[src/rtl/hazard_unit.sv]
// ---------------------------------------------------------------------------
// hazard_unit
//
// Stall/freeze/squash controller for the five-stage MIPS pipeline. Covers the
// hazards forwarding cannot resolve:
//   - load-use
//   - branch/JR operands not yet produced
//   - instruction and data memory wait
//   - taken branch/jump
//   - HALT
//
// Ports
//   CLK, nRST                    clock, asynchronous active-low reset
//   ihit, dhit                   imem fetch returned / dmem access completed
//   dec_instr[31:0]              instruction in decode
//   ex_dest, ex_rfWEN, ex_dREN   EX-stage destination, reg write, load
//   mem_dest, mem_dREN, mem_dWEN MEM-stage destination, load, store
//   br_taken, jmp                decode-stage taken branch / J, JAL, JR
//   mem_halt                     HALT reached MEM
//   pc_en .. memwb_en            latch enables (combinational)
//   ifde_flush, deex_flush       load a NOP bubble into the latch
//   halt                         registered, core halted
//   state_dbg[1:0]               FSM state: 0 RUN, 1 STALL, 2 DWAIT, 3 HALTED
//
// Optional build macro HAZARD_STATS_EN adds two saturating counters:
//   stall_cycles[31:0]  cycles that drove a stall-cycle output
//   flush_count[31:0]   cycles whose ifde_flush came from br_taken | jmp
//
// Handshake: there is no valid/ready pair here. ihit/dhit are single-cycle
// completion strobes; an outstanding dmem access (mem_dREN | mem_dWEN without
// dhit) freezes the whole pipeline until the dhit cycle.
// ---------------------------------------------------------------------------
module hazard_unit #(
  parameter int STALL_W = 2
) (
  input  logic        CLK,
  input  logic        nRST,
  input  logic        ihit,
  input  logic        dhit,
  input  logic [31:0] dec_instr,
  input  logic [4:0]  ex_dest,
  input  logic        ex_rfWEN,
  input  logic        ex_dREN,
  input  logic [4:0]  mem_dest,
  input  logic        mem_dREN,
  input  logic        mem_dWEN,
  input  logic        br_taken,
  input  logic        jmp,
  input  logic        mem_halt,
  output logic        pc_en,
  output logic        ifde_en,
  output logic        deex_en,
  output logic        exmem_en,
  output logic        memwb_en,
  output logic        ifde_flush,
  output logic        deex_flush,
  output logic        halt,
  output logic [1:0]  state_dbg
`ifdef HAZARD_STATS_EN
  ,
  output logic [31:0] stall_cycles,
  output logic [31:0] flush_count
`endif
);

  localparam logic [5:0] OP_RTYPE = 6'h00;
  localparam logic [5:0] OP_J     = 6'h02;
  localparam logic [5:0] OP_JAL   = 6'h03;
  localparam logic [5:0] OP_BEQ   = 6'h04;
  localparam logic [5:0] OP_BNE   = 6'h05;
  localparam logic [5:0] OP_LUI   = 6'h0F;
  localparam logic [5:0] OP_SW    = 6'h2B;
  localparam logic [5:0] OP_HALT  = 6'h3F;
  localparam logic [5:0] FN_JR    = 6'h08;

  typedef enum logic [1:0] {
    RUN    = 2'd0,
    STALL  = 2'd1,
    DWAIT  = 2'd2,
    HALTED = 2'd3
  } state_t;

  state_t             state, nxt_state;
  state_t             saved, nxt_saved;
  state_t             eff;
  logic [STALL_W-1:0] cnt, nxt_cnt;

  // ---------------- decode ----------------
  logic [5:0] op, funct;
  logic [4:0] rs, rt;
  logic       uses_rs, uses_rt, is_br;
  logic       ex_match, mem_match;
  logic [1:0] n_stalls;
  logic       dmem_busy;
  logic       stall_cyc;
  logic       br_flush;
  logic       unused_bits;

  assign op          = dec_instr[31:26];
  assign rs          = dec_instr[25:21];
  assign rt          = dec_instr[20:16];
  assign funct       = dec_instr[5:0];
  assign unused_bits = ^dec_instr[15:6];

  assign uses_rs = !(op == OP_J || op == OP_JAL || op == OP_LUI || op == OP_HALT);
  assign uses_rt = (op == OP_RTYPE) || (op == OP_BEQ) || (op == OP_BNE) || (op == OP_SW);
  // Instructions that resolve in decode and therefore need their operands now.
  assign is_br   = (op == OP_BEQ) || (op == OP_BNE) || (op == OP_RTYPE && funct == FN_JR);

  assign ex_match  = (ex_dest != 5'd0) &&
                     ((uses_rs && ex_dest == rs) || (uses_rt && ex_dest == rt));
  assign mem_match = (mem_dest != 5'd0) &&
                     ((uses_rs && mem_dest == rs) || (uses_rt && mem_dest == rt));

  always_comb begin
    n_stalls = 2'd0;
    if (is_br && ex_dREN && ex_match)        n_stalls = 2'd2;
    else if (is_br && ex_rfWEN && ex_match)  n_stalls = 2'd1;
    else if (is_br && mem_dREN && mem_match) n_stalls = 2'd1;
    else if (ex_dREN && ex_match)            n_stalls = 2'd1;
  end

  assign dmem_busy = (mem_dREN | mem_dWEN) & ~dhit;

  // ---------------- outputs and next state ----------------
  always_comb begin
    pc_en      = 1'b0;
    ifde_en    = 1'b0;
    deex_en    = 1'b0;
    exmem_en   = 1'b0;
    memwb_en   = 1'b0;
    ifde_flush = 1'b0;
    deex_flush = 1'b0;
    stall_cyc  = 1'b0;
    br_flush   = 1'b0;
    nxt_state  = state;
    nxt_saved  = saved;
    nxt_cnt    = cnt;
    // In the DWAIT release cycle the unit behaves as the state it left.
    eff        = (state == DWAIT) ? saved : state;

    if (!nRST || state == HALTED) begin
      // everything held at 0
    end else if (mem_halt) begin
      memwb_en  = 1'b1;
      nxt_state = HALTED;
    end else if (state == DWAIT && !dhit) begin
      // frozen until dmem completes
    end else if (state != DWAIT && dmem_busy) begin
      nxt_saved = state;
      nxt_state = DWAIT;
    end else begin
      if (state == DWAIT) nxt_state = saved;

      if (eff == STALL) begin
        stall_cyc = 1'b1;
        // cnt only runs in STALL proper, never during the DWAIT release.
        if (state == STALL) begin
          nxt_cnt = (cnt == '0) ? '0 : cnt - STALL_W'(1);
          if (cnt <= STALL_W'(1)) nxt_state = RUN;
        end
      end else if (n_stalls != 2'd0) begin
        stall_cyc = 1'b1;
        if (state == RUN && n_stalls == 2'd2) begin
          nxt_cnt   = STALL_W'(1);
          nxt_state = STALL;
        end
      end else if (ihit) begin
        pc_en      = 1'b1;
        ifde_en    = 1'b1;
        deex_en    = 1'b1;
        exmem_en   = 1'b1;
        memwb_en   = 1'b1;
        ifde_flush = br_taken | jmp;
        br_flush   = br_taken | jmp;
      end else begin
        ifde_en    = 1'b1;
        deex_en    = 1'b1;
        exmem_en   = 1'b1;
        memwb_en   = 1'b1;
        ifde_flush = 1'b1;
      end

      if (stall_cyc) begin
        deex_en    = 1'b1;
        exmem_en   = 1'b1;
        memwb_en   = 1'b1;
        deex_flush = 1'b1;
      end
    end
  end

  // ---------------- state registers ----------------
  always_ff @(posedge CLK or negedge nRST) begin
    if (!nRST) begin
      state <= RUN;
      saved <= RUN;
      cnt   <= '0;
      halt  <= 1'b0;
    end else begin
      state <= nxt_state;
      saved <= nxt_saved;
      cnt   <= nxt_cnt;
      if (nxt_state == HALTED) halt <= 1'b1;
    end
  end

  assign state_dbg = state;

`ifdef HAZARD_STATS_EN
  always_ff @(posedge CLK or negedge nRST) begin
    if (!nRST) begin
      stall_cycles <= '0;
      flush_count  <= '0;
    end else begin
      if (stall_cyc && stall_cycles != 32'hFFFF_FFFF) stall_cycles <= stall_cycles + 32'd1;
      if (br_flush && flush_count != 32'hFFFF_FFFF)   flush_count  <= flush_count + 32'd1;
    end
  end
`endif

endmodule

[config.mk]
export PLATFORM = sky130hd
export DESIGN_NAME = hazard_unit
export DESIGN_NICKNAME = d
export VERILOG_FILES = /design/src/rtl/hazard_unit.sv
export SDC_FILE = /design/constraint.sdc
export NUM_CORES = 1
export LEC_CHECK = 0
export ABC_AREA = 1
export ABC_CLOCK_PERIOD_IN_PS = 4100
export CELL_PAD_IN_SITES_DETAIL_PLACEMENT = 1
export CELL_PAD_IN_SITES_GLOBAL_PLACEMENT = 1
export CORE_UTILIZATION = 24
export CTS_CLUSTER_DIAMETER = 50
export DETAILED_ROUTE_END_ITERATION = 16
export HOLD_SLACK_MARGIN = 0.15
export PLACE_DENSITY_LB_ADDON = 0.1
export SLEW_MARGIN = 20
export SYNTH_ARGS = -nofsm -noshare
export SYNTH_HDL_FRONTEND = slang
export SYNTH_SLANG_ARGS = --single-unit
[constraint.sdc]
create_clock -name CLK -period 4.1 [get_ports CLK]
set_clock_uncertainty 0.2 [all_clocks]
set_input_delay 0.41 -clock CLK [delete_from_list [all_inputs] [get_ports CLK]]
set_output_delay 0.41 -clock CLK [all_outputs]
set_load 0.01 [all_outputs]
==> results.json <==
{
  "dp_hpwl_mm": 2.57,
  "overflow": 0,
  "drive_gt1_frac": 0.118,
  "layout_commonest_cell": "clkdlybuf4s50_1",
  "synth_seq_cells": 7,
  "reg2reg_from": "state_dbg[1]$_DFF_PN0_",
  "tns_ns": 0,
  "crit_buf_inv": 6,
  "syn_area_um2": 930,
  "r2r-end": "cnt[1]$_DFFE_PN0P_",
  "maxCapViolCount": 0,
  "rr_worst_depth": 9,
  "first_global_vias": 1175,
  "avgViaCountPerCell": 4.40,
  "leakage_nw": 0.731,
  "timing.critical_path.max_delay_family": "buffers and inverters",
  "final_cell_mix": "52 x clkdlybuf4s50_1, 31 x nand2_1, 27 x nor2_1",
  "clockBufferDepth": 2,
  "p_total_w": 0.000263,
  "fill_cells": 516,
  "core_um2": 3690,
  "cellPowerDensity_nw_per_um2": 169,
  "yosysWarnings": 0,
  "grt_antenna_before_repair": 0,
  "rsz0062_at_grt": "false",
  "std_cell_rows": 22,
  "fmax_mhz": 316,
  "cp.required_ns": 3.49,
  "grt_max_degree": 10,
  "ctsHoldBuffers": 0,
  "setup.worst_path.start": "nRST",
  "slew_headroom": 0.739,
  "status": "completed",
  "grt_use_total": 0.161,
  "yosys.cell_types.count": 28,
  "cts_buffers": 3,
  "drt-wirelength-per-cell_um": 11.3,
  "portBuffers": 52,
  "drt_wl_total_mm": 2.94,
  "finalHoldViolCount": 0,
  "ant_nets": 0,
  "multi_input_area_um2": 631,
  "grt_pass1_wl_mm": 5.12,
  "seqCellArea_um2": 175,
  "setup-violations-final": 0,
  "initialDrtViolationCount": 36,
  "cp.arrival_ns": 2.55,
  "worst-setup-path-type": "input port to output pin",
  "synth_cells": 156,
  "syn_avg_cell_area_um2": 5.96,
  "area_growth_pct": 67.4,
  "nets": 266,
  "post_cts_resized": 0,
  "tritoncts": "yes",
  "die_x_um": 64.2,
  "firstDrtPassIters": 4,
  "remaining_drc_errors": 0,
  "layout_min_cycle_time_ns": 3.16,
  "reg2reg_setup_slack_ns": 2.43,
  "cts_setup_buffers": 0,
  "clk_latency_ns": 0.24,
  "vias": 1143,
  "clockRootBuffer": "clkbuf_8",
  "worstPathMaxFanout": 9,
  "clkSinkCount": 7,
  "yosysSeqAreaShare": 0.188,
  "htreeDepth": 1,
  "min_path_type": "input port to async pin",
  "peakVddDrop_mv": 0.0832,
  "startpoint_type": "input port",
  "cts.clk_slew.worst_paths_ns": 0.04,
  "crit_chain": "clkdlybuf4s50_1 -> buf_4 -> inv_1 -> a21oi_2 -> inv_2 -> nor2_4 -> inv_2 -> nor2_4 -> nand4_1 -> nor2_1 -> clkdlybuf4s50_1",
  "syn_nets": 209,
  "num_io_pins": 63,
  "endpoint_kind": "output pin",
  "die_y_um": 64.2,
  "routabilityCongestion": 0.879,
  "worst_slew_pin_slew_ns": 0.387,
  "start_util": 0.252,
  "cp_slowest_stage_delay_ns": 0.54,
  "drv_slew": 0,
  "cp_slowest_cell": "clkdlybuf4s50_1",
  "design.die.area_um2": 4130,
  "n_antenna_cell": 0,
  "cp.depth": 11,
  "post-route-period-util": 0.771,
  "final_core_util": 0.422,
  "cp-endpoint": "pc_en"
}
-- per-stage QoR --
stage          instances  hold WS [ns]  setup WS, ns  area [µm²]
2_1_floorplan        156       -0.0856          2.13         930
3_3_place_gp         256         0.251          1.00        1510
3_5_place_dp         256         0.268         0.910        1510
4_1_cts              260         0.270         0.905        1560
5_1_grt              260         0.285         0.714        1560
6_report             260         0.272         0.939        1560
-- sequential cells by signal, summed over array words and instances, names as in the netlist --
name,count
state_dbg,2
cnt,2
saved,2
halt,1
-- worst min path at each step --
stage	start	endpoint	slack [ns]	cells past startpoint
floorplan	nRST	cnt[0]$_DFFE_PN0P_	-0.09	0
global placement	halt$_DFFE_PN0N_	halt$_DFFE_PN0N_	0.25	2
detailed placement	halt$_DFFE_PN0N_	halt$_DFFE_PN0N_	0.27	2
CTS	nRST	state_dbg[1]$_DFF_PN0_	0.27	2
global route	nRST	state_dbg[1]$_DFF_PN0_	0.29	2
finish	nRST	saved[0]$_DFFE_PN0P_	0.27	2
-- per-layer routing --
layer	GRT usage	wire length, µm	vias up	share of wire
li1	-	-	595	-
met2	0.283	1380	39	0.47
met3	0.0286	171	5	0.058
met5	0	0	-	0
met4	0.0667	52	0	0.018
met1	0.189	1330	504	0.45
-- synthesized netlist by cell type --
master	number	share of area
o21a_1	1	0.0081
clkinv_1	1	0.0040
a21oi_1	3	0.016
nand3_1	9	0.048
inv_1	23	0.093
nand2_1	31	0.13
xnor2_1	6	0.057
o211ai_2	1	0.013
nor2_4	2	0.024
xor2_1	7	0.066
nor3_1	1	0.0054
nand3b_1	2	0.016
nor2_1	27	0.11
o21ai_2	1	0.0094
inv_2	7	0.028
o41ai_1	1	0.0094
nor3b_1	1	0.0081
o21ai_0	7	0.038
nand2_2	3	0.020
a21oi_2	1	0.0094
nand4_1	5	0.034
a21boi_1	1	0.0081
dfrtp_1	7	0.19
buf_4	1	0.0081
and2_1	1	0.0067
o21ai_1	1	0.0054
nand3_2	2	0.022
nor2_2	3	0.020
-- cell type report --
class,instances,share of cell area
clock inverter,1,0.00322
inverter,31,0.0748
multi-input combinational,117,0.405
timing repair buffer,53,0.339
tap,48,0.0386
sequential,7,0.113
clock buffer,3,0.0265
-- worst reg2reg max path, cell delays in order (launching register included) --
cell and delay (ns):
dfrtp_1 0.45, inv_2 0.09, nor2_1 0.05, inv_2 0.06, nor2_1 0.03, nor2_1 0.16, inv_2 0.08, nor2_4 0.18
nand2_2 0.09, o21a_1 0.17
-- logic make-up after synthesis --
group           synth area share
flops                      0.188
xor+xnor                   0.122
buf+inv                    0.133
compound gates             0.117
simple gates               0.439
-- power by group --
group	total [W]	switching [W]	leakage [nW]	internal, W
clock network	0.000102	0.0000353	0.0255	0.0000662
logic	0.0000907	0.0000383	0.624	0.0000524
registers	0.0000703	0.000000325	0.0817	0.0000700
total	0.000263	0.0000740	0.731	0.000189
Power figures use the tool's default switching activity.
